File: config.mk
export PLATFORM = sky130hd
export DESIGN_NAME = lbp_host
export DESIGN_NICKNAME = d
export VERILOG_FILES = /design/src/rtl/lbp_host.sv
export SDC_FILE = /design/constraint.sdc
export NUM_CORES = 1
export LEC_CHECK = 0
export BUFFER_PORTS_ARGS = -buffer_cell sky130_fd_sc_hd__buf_2
export CORE_UTILIZATION = 40
export CTS_BUF_LIST = sky130_fd_sc_hd__clkbuf_4 sky130_fd_sc_hd__clkbuf_8
export DETAILED_ROUTE_END_ITERATION = 6
export SLEW_MARGIN = 10
export SYNTH_ARGS = -nofsm -noshare
export SYNTH_HDL_FRONTEND = slang
export SYNTH_SLANG_ARGS = --single-unit
File: constraint.sdc
create_clock -name clk -period 6.8 [get_ports clk]
set_clock_uncertainty 0.1 [all_clocks]
set_input_delay 0.68 -clock clk [delete_from_list [all_inputs] [get_ports clk]]
set_output_delay 0.68 -clock clk [all_outputs]
set_load 0.1 [all_outputs]
File: src/rtl/lbp_host.sv
// lbp_host: frame sequencer between an LBP engine, an asynchronous image ROM and a result RAM.
// Pixel reads pass straight through; engine results are filtered to interior pixels, then the border is zeroed.
module lbp_host #(
  parameter int TIMEOUT_CYC = 1024
) (
  input  logic        clk,
  input  logic        reset,
  input  logic        start,
  output logic        gray_ready,
  input  logic        gray_req,
  input  logic [13:0] gray_addr,
  output logic [7:0]  gray_data,
  output logic [13:0] rom_addr,
  input  logic [7:0]  rom_data,
  input  logic [13:0] lbp_addr,
  input  logic        lbp_valid,
  input  logic [7:0]  lbp_data,
  input  logic        finish,
  output logic        res_we,
  output logic [13:0] res_addr,
  output logic [7:0]  res_data,
  output logic        busy,
  output logic        done,
  output logic [13:0] wr_count,
  output logic        err_border,
  output logic        err_timeout,
  output logic        err_count
);

  localparam int          WD_W         = $clog2(TIMEOUT_CYC + 1);
  localparam logic [13:0] FRAME_WRITES = 14'd15876;
  localparam logic [13:0] WR_MAX       = 14'h3FFF;
  localparam logic [6:0]  EDGE_HI      = 7'd127;

  typedef enum logic [2:0] {
    S_IDLE,
    S_READY,
    S_RUN,
    S_CLEAR,
    S_DONE
  } state_t;

  state_t          state_q, state_d;
  logic [13:0]     wr_count_q, wr_count_d;
  logic            err_border_q, err_border_d;
  logic            err_timeout_q, err_timeout_d;
  logic            err_count_q, err_count_d;
  logic [WD_W-1:0] wd_q, wd_d;
  logic [6:0]      clr_row_q, clr_row_d;
  logic [6:0]      clr_col_q, clr_col_d;
  logic            res_we_q, res_we_d;
  logic [13:0]     res_addr_q, res_addr_d;
  logic [7:0]      res_data_q, res_data_d;

  logic [6:0]      lbp_row;
  logic [6:0]      lbp_col;
  logic            lbp_border;
  logic [13:0]     wr_inc;
  logic            wd_expire;
  logic            clr_last;
  logic [6:0]      clr_row_nx;
  logic [6:0]      clr_col_nx;

  assign rom_addr  = gray_addr;
  assign gray_data = rom_data;

  assign lbp_row    = lbp_addr[13:7];
  assign lbp_col    = lbp_addr[6:0];
  assign lbp_border = (lbp_row == 7'd0) || (lbp_row == EDGE_HI) ||
                      (lbp_col == 7'd0) || (lbp_col == EDGE_HI);

  assign wr_inc    = (wr_count_q == WR_MAX) ? WR_MAX : wr_count_q + 14'd1;
  assign wd_expire = (wd_q == WD_W'(TIMEOUT_CYC - 1));
  assign clr_last  = (clr_row_q == EDGE_HI) && (clr_col_q == EDGE_HI);

  // Border walk: full top/bottom rows, and only the two edge columns of middle rows.
  always_comb begin
    clr_row_nx = clr_row_q;
    clr_col_nx = clr_col_q;
    if ((clr_row_q == 7'd0) || (clr_row_q == EDGE_HI)) begin
      if (clr_col_q == EDGE_HI) begin
        clr_row_nx = clr_row_q + 7'd1;
        clr_col_nx = 7'd0;
      end else begin
        clr_col_nx = clr_col_q + 7'd1;
      end
    end else begin
      if (clr_col_q == 7'd0) begin
        clr_col_nx = EDGE_HI;
      end else begin
        clr_row_nx = clr_row_q + 7'd1;
        clr_col_nx = 7'd0;
      end
    end
  end

  always_comb begin
    state_d       = state_q;
    wr_count_d    = wr_count_q;
    err_border_d  = err_border_q;
    err_timeout_d = err_timeout_q;
    err_count_d   = err_count_q;
    wd_d          = wd_q;
    clr_row_d     = clr_row_q;
    clr_col_d     = clr_col_q;
    res_we_d      = 1'b0;
    res_addr_d    = res_addr_q;
    res_data_d    = res_data_q;

    case (state_q)
      S_IDLE, S_DONE: begin
        if (start) begin
          state_d       = S_READY;
          wr_count_d    = '0;
          err_border_d  = 1'b0;
          err_timeout_d = 1'b0;
          err_count_d   = 1'b0;
          wd_d          = '0;
          clr_row_d     = '0;
          clr_col_d     = '0;
        end
      end

      S_READY: begin
        if (gray_req) begin
          state_d = S_RUN;
          wd_d    = '0;
        end
      end

      S_RUN: begin
        wd_d = lbp_valid ? '0 : wd_q + WD_W'(1);
        if (lbp_valid) begin
          if (lbp_border) begin
            err_border_d = 1'b1;
          end else begin
            res_we_d   = 1'b1;
            res_addr_d = lbp_addr;
            res_data_d = lbp_data;
            wr_count_d = wr_inc;
          end
        end
        // A same-cycle result is already folded into wr_count_d before the frame count is judged.
        if (finish) begin
          state_d = S_CLEAR;
          if (wr_count_d != FRAME_WRITES) begin
            err_count_d = 1'b1;
          end
        end else if (!lbp_valid && wd_expire) begin
          state_d       = S_CLEAR;
          err_timeout_d = 1'b1;
        end
      end

      S_CLEAR: begin
        res_we_d   = 1'b1;
        res_addr_d = {clr_row_q, clr_col_q};
        res_data_d = 8'd0;
        clr_row_d  = clr_row_nx;
        clr_col_d  = clr_col_nx;
        if (clr_last) begin
          state_d = S_DONE;
        end
      end

      default: begin
        state_d = S_IDLE;
      end
    endcase
  end

  always_ff @(posedge clk) begin
    if (reset) begin
      state_q       <= S_IDLE;
      wr_count_q    <= '0;
      err_border_q  <= 1'b0;
      err_timeout_q <= 1'b0;
      err_count_q   <= 1'b0;
      wd_q          <= '0;
      clr_row_q     <= '0;
      clr_col_q     <= '0;
      res_we_q      <= 1'b0;
      res_addr_q    <= '0;
      res_data_q    <= '0;
    end else begin
      state_q       <= state_d;
      wr_count_q    <= wr_count_d;
      err_border_q  <= err_border_d;
      err_timeout_q <= err_timeout_d;
      err_count_q   <= err_count_d;
      wd_q          <= wd_d;
      clr_row_q     <= clr_row_d;
      clr_col_q     <= clr_col_d;
      res_we_q      <= res_we_d;
      res_addr_q    <= res_addr_d;
      res_data_q    <= res_data_d;
    end
  end

  assign gray_ready  = (state_q == S_READY) || (state_q == S_RUN);
  assign busy        = (state_q == S_READY) || (state_q == S_RUN) || (state_q == S_CLEAR);
  assign done        = (state_q == S_DONE);
  assign res_we      = res_we_q;
  assign res_addr    = res_addr_q;
  assign res_data    = res_data_q;
  assign wr_count    = wr_count_q;
  assign err_border  = err_border_q;
  assign err_timeout = err_timeout_q;
  assign err_count   = err_count_q;

endmodule

# Word level (Yosys, flattened, before mapping)
# Index checks and enable logic that the tools add are counted.
dict set report classes {
  add_sub_neg 4
  multipliers 0
  div 0
  order_cmp 0
  n_eq_ne 24
  n_shift 0
  muxes 44
  bitwise 0
  n_reduce_logical 28
}
# operator n
set ops {}
lappend ops {{$mux 14} 7}
lappend ops {{$pmux 14 s2} 2}
lappend ops {{$mux 7} 7}
lappend ops {{$mux 11} 3}
lappend ops {{$pmux 11 s3} 1}
lappend ops {{$eq 7x7->1 const B} 4}
lappend ops {{$logic_not 7->1} 4}
lappend ops {{$pmux 7 s2} 2}
lappend ops {{$ne 2x2->1 const B} 10}
lappend ops {{$reduce_and 4->1} 5}
lappend ops {{$mux 8} 2}
lappend ops {{$pmux 8 s2} 1}
lappend ops {{$mux 3} 5}
lappend ops {{$add 14x1->14 const B} 1}
lappend ops {{$add 7x1->7 const B} 2}
lappend ops {{$eq 14x14->1 const B} 1}
lappend ops {{$ne 14x14->1 const B} 1}
lappend ops {{$pmux 3 s4} 1}
lappend ops {{$add 11x1->11 const B} 1}
lappend ops {{$eq 11x10->1 const B} 1}
lappend ops {{$mux 1} 9}
lappend ops {{$ne 3x3->1 const B} 3}
lappend ops {{$pmux 1 s2} 4}
lappend ops {{$eq 3x2->1 const B} 2}
lappend ops {{other kinds (11)} 21}
dict set report word_totals {
  reg_bits 68
  latch_bits 0
  mem_bits_rw 0
  romBits 0
  out_inout_bits 65
  elab_cells 111
  n_memories 0
}

# Logic depth before layout (Yosys ltp)
dict set report logic_depth {
  ltp_word 11
  mapped_depth 9
  ltp_nobuf 9
}

# Least setup slack after synthesis
# Ideal clock, no wire load.
dict set report synth_timing {
  kind {register -> register}
  startpoint {register state_q[0]}
  endpoint {register wd_q[5]}
  t_arrival_ns 2.911
  required_ns 6.564
  slack_ns 3.653
  stages_incl_launch_ff 9
  n_path_buf 1
  synth_period_minus_slack_ns 3.147
  path_cell_list {dfxtp_1 -> buf_6 -> xnor2_1 -> nor2_1 -> o21ai_0 -> nor2_1 -> nand3_1 -> xor2_1 -> nor2_1}
}
dict set report synth_between {
  elab_chain_len 4
  word_cells_on_any_way 10
}
# element line_no
set synth_rtl {}
lappend synth_rtl {{start: declaration} 43} ;# state_t state_q, state_d;
lappend synth_rtl {{start signal: assignment} 186} ;# state_q <= state_d;
lappend synth_rtl {{$eq 3x3->1 / $logic_not 3->1 (equally long branches)} 110} ;# case (state_q)
lappend synth_rtl {{$reduce_or 2->1} 110}
lappend synth_rtl {{$ne 2x2->1 (no source line) / $reduce_bool 3->1 (equally long branches)} -}
lappend synth_rtl {{$reduce_and 3->1 (no source line)} -}
lappend synth_rtl {{end signal: assignment} 191} ;# wd_q <= wd_d;
lappend synth_rtl {{end: declaration} 48} ;# logic [WD_W-1:0] wd_q, wd_d;
# Parallel ways exist; a longest one is shown, timed or not.
# A chain may end at the register's enable or synchronous reset.

# Worst setup path after layout
dict set report layout_timing {
  startpoint {register wr_count_q[1], in the netlist wr_count[1]}
  endpoint {register err_count_q, in the netlist err_count}
}
dict set report layout_between {
  elab_chain_len 8
  word_cells_on_any_way 9
}
# element line_no
set layout_rtl {}
lappend layout_rtl {{start: declaration} 44} ;# logic [13:0] wr_count_q, wr_count_d;
lappend layout_rtl {{start signal: assignment} 187} ;# wr_count_q <= wr_count_d;
lappend layout_rtl {{$add 14x1->14 / $eq 14x14->1 (equally long branches)} 72} ;# assign wr_inc = (wr_count_q == WR_MAX) ? WR_MAX : wr_count_q + 14'd1;
lappend layout_rtl {{$mux 14} 72}
lappend layout_rtl {{$mux 14} 134} ;# if (lbp_border) begin
lappend layout_rtl {{$mux 14 *} 133} ;# if (lbp_valid) begin
lappend layout_rtl {{$mux 14 *} 110}
lappend layout_rtl {{$ne 14x14->1 *} 146} ;# if (wr_count_d != FRAME_WRITES) begin
lappend layout_rtl {{$ne 2x2->1 (no source line) *} -}
lappend layout_rtl {{$reduce_and 4->1 (no source line) *} -}
lappend layout_rtl {{end signal: assignment} 190} ;# err_count_q <= err_count_d;
lappend layout_rtl {{end: declaration} 47} ;# logic err_count_q, err_count_d;
# Mark *: on every way between the ends. The rest lies on a longest branch, timed or not. The select of a mux whose other input is x is not followed.

==> metrics <==
status completed; Die Y 98.7 um; cts bufs inserted 9; via count 3,476; top-area cell type share of the netlist area 36.4%; DRT antenna net count 0; Root Buffer clkbuf_8; period utilization 40.6%; crit path time final 2.76 ns; Crit Path Class reg2reg; Synth Register Bits 68; wire length per cell 15.7 um; CP Capture Type flip-flop; CP required 6.91 ns; YS warnings 0; die area 9750 sq um; critical path launch point type flip-flop; post-synthesis adder-cell area fraction 2.01%; max cap viols 0; # rows 34; crit path max-delay cell type dfxtp_1; Synth Area in Simple Gates 27.1%; CTS clk-pin slew, worst paths 0.08 ns; IO buf count 70; CTS Buffer Depth 2; largest family of logic cells by synthesized area simple AND/OR/NAND/NOR gates; H-Tree Depth 3; first-pass detailed-route iteration total 4; antenna cell count 0; share of cells above drive strength 1 20.1%; DRC viols 0; Max Slew Vio Count 0; Worst Tran Pin Value 0.867 ns; Worst EP arrival 2.87 ns; Syn Nets 522; initial detailed-routing violation count 185; grt ovf 0; most common cell in the synthesized netlist dfxtp_1; Setup violations, final 0; Clock Sinks 68; vias per inst 5.65; initial core utilization 42.1%; hpwl dp 6920 um; Synth area leaders dfxtp_1 (36%), a21oi_1 (6.4%), nor2_1 (5.3%); initial antenna violation count 0; top post-synthesis cells by count dfxtp_1 (68), nor2_1 (53), a21oi_1 (48); Mean Syn Cell Area 8.03 sq um; Peak Freq 362 MHz; Worst Path Buf+Inv 0; Post-CTS Hold Fix Bufs 0; Syn-to-layout area delta 10.9%; Core ar. 8890 sq um; Ports 115; Die X 98.7 um; post-layout util 46.7%; Primary FF master, synth dfxtp_1; post-synthesis mux area share 1.34%; worst-path fanout max 7; critical path, cell by cell ha_1, and4_1, and3_1, and2_1, a41oi_1, or3_1, nor4_1, a31oi_1; EDFF count, synth 0; cell family with most CP delay simple AND/OR/NAND/NOR gates; unrepaired setup endpoints after global routing false; xor/xnor cell area share of the yosys netlist 3.74%; Distinct cells, synth 59; Total Wirelength 9630 um; GRT Util Overall 20.3%; worst skew pair latency 0.34 ns; register area share after synthesis 36.4%; Setup WS pre-CTS 4.08 ns; GP Congestion 0.880; post-synthesis compound-gate area fraction 20.5%; final setup TNS 0 ns; total power 1.30 mW; Final Hold Violating Endpoints 0; post-synthesis async set-or-reset flop share 0%; Cells after Synth 466; nets@finish 558; hold_ws 0.358 ns; vias in the first global route 3,169; first-pass GRT wire length 15,700 um; slowest cell delay on critical path 0.49 ns; Worst Slack Setup Final 4.04 ns; largest net degree at the start of global routing 45; Leak 1.65 nW; Slew headroom 42.0%; Post-Synthesis Cell Area 3740 sq um; Post-CTS Resized 0; CTS tree yes; PwrDens 314 nW/um^2; total setup buffers inserted after CTS 0; worst IR drop on VDD 0.170 mV; most area-hungry cell type in the Yosys netlist dfxtp_1; Hold WC Path Type reg2reg
## worst paths after layout
| check | from | end | slack (ns) | cells after the start |
|---|---|---|---|---|
| setup / recovery | wr_count[1] | err_count | 4.04 | 8 |
| hold / removal | res_addr[11] | res_addr[11] | 0.36 | 2 |
| setup reg to reg | wr_count[1] | err_count | 4.04 | 8 |
| hold reg to reg | res_addr[11] | res_addr[11] | 0.36 | 2 |
## power by group
part           internal [mW]  total [mW]  leakage, nW  switching (mW)
registers              0.429       0.456        0.549          0.0270
clock network          0.192       0.345        0.106           0.153
logic                 0.0978       0.504        0.992           0.406
## metal layers
| metal | vias up | GRT usage [%] | routed length (um) |
|---|---|---|---|
| li1 | 1744 | - | - |
| met1 | 1616 | 27.0 | 4570 |
| met2 | 100 | 31.9 | 4430 |
| met3 | 16 | 5.46 | 524 |
| met4 | 0 | 6.43 | 108 |
| met5 | - | 0 | 0 |
## worst reg2reg max path, cell delays in order, from the launching register on
cell and delay, ns:
dfxtp_1 0.49, ha_1 0.34, and4_1 0.36, and3_1 0.20, and2_1 0.22, a41oi_1 0.13, or3_1 0.40, nor4_1 0.28
a31oi_1 0.12
## final cells by class
class	count	area [sq um]
inverters	11	41.3
flip-flops and latches	68	1360
clock buffers	12	159
clock inverters	4	47.5
multi-input cells	341	2050
fillers	928	4740
well taps	108	135
repair buffers	71	358
## state kept, by name (all words and copies together), names as in the netlist
signal and cells:
err_border 1, clr_row_q 7, clr_col_q 7, res_data 8, wr_count 14, err_count 1
res_addr 14, state_q 3, res_we 1, wd_q 11, err_timeout 1
## kinds of logic after synthesis
family / count (synthesis)
mux: 5
flops: 68
simple gates: 198
buf+inv: 57
xor+xnor: 16
fa+ha+maj: 6
compound gates: 116
## metrics by stage
stage	area, sq um	cells
2_1_floorplan	3740	466
3_3_place_gp	3940	599
3_5_place_dp	3940	599
4_1_cts	4150	615
5_1_grt	4150	615
6_report	4150	615
## placed cells by master (no fill, tap or decap), drive strengths merged, types with 5 or more instances in the layout
cell type,instances
buf,71
dfxtp,68
nor2,53
a21oi,49
nand2,46
and3,19
nand3,18
nand4,14
o21ai,14
a22oi,13
nor4,13
xor2,12
clkbuf,12
inv,11
nor3,9
a31oi,8
a311oi,7
ha,6
mux2i,5
No activity file was read; power rests on OpenSTA's default activity.
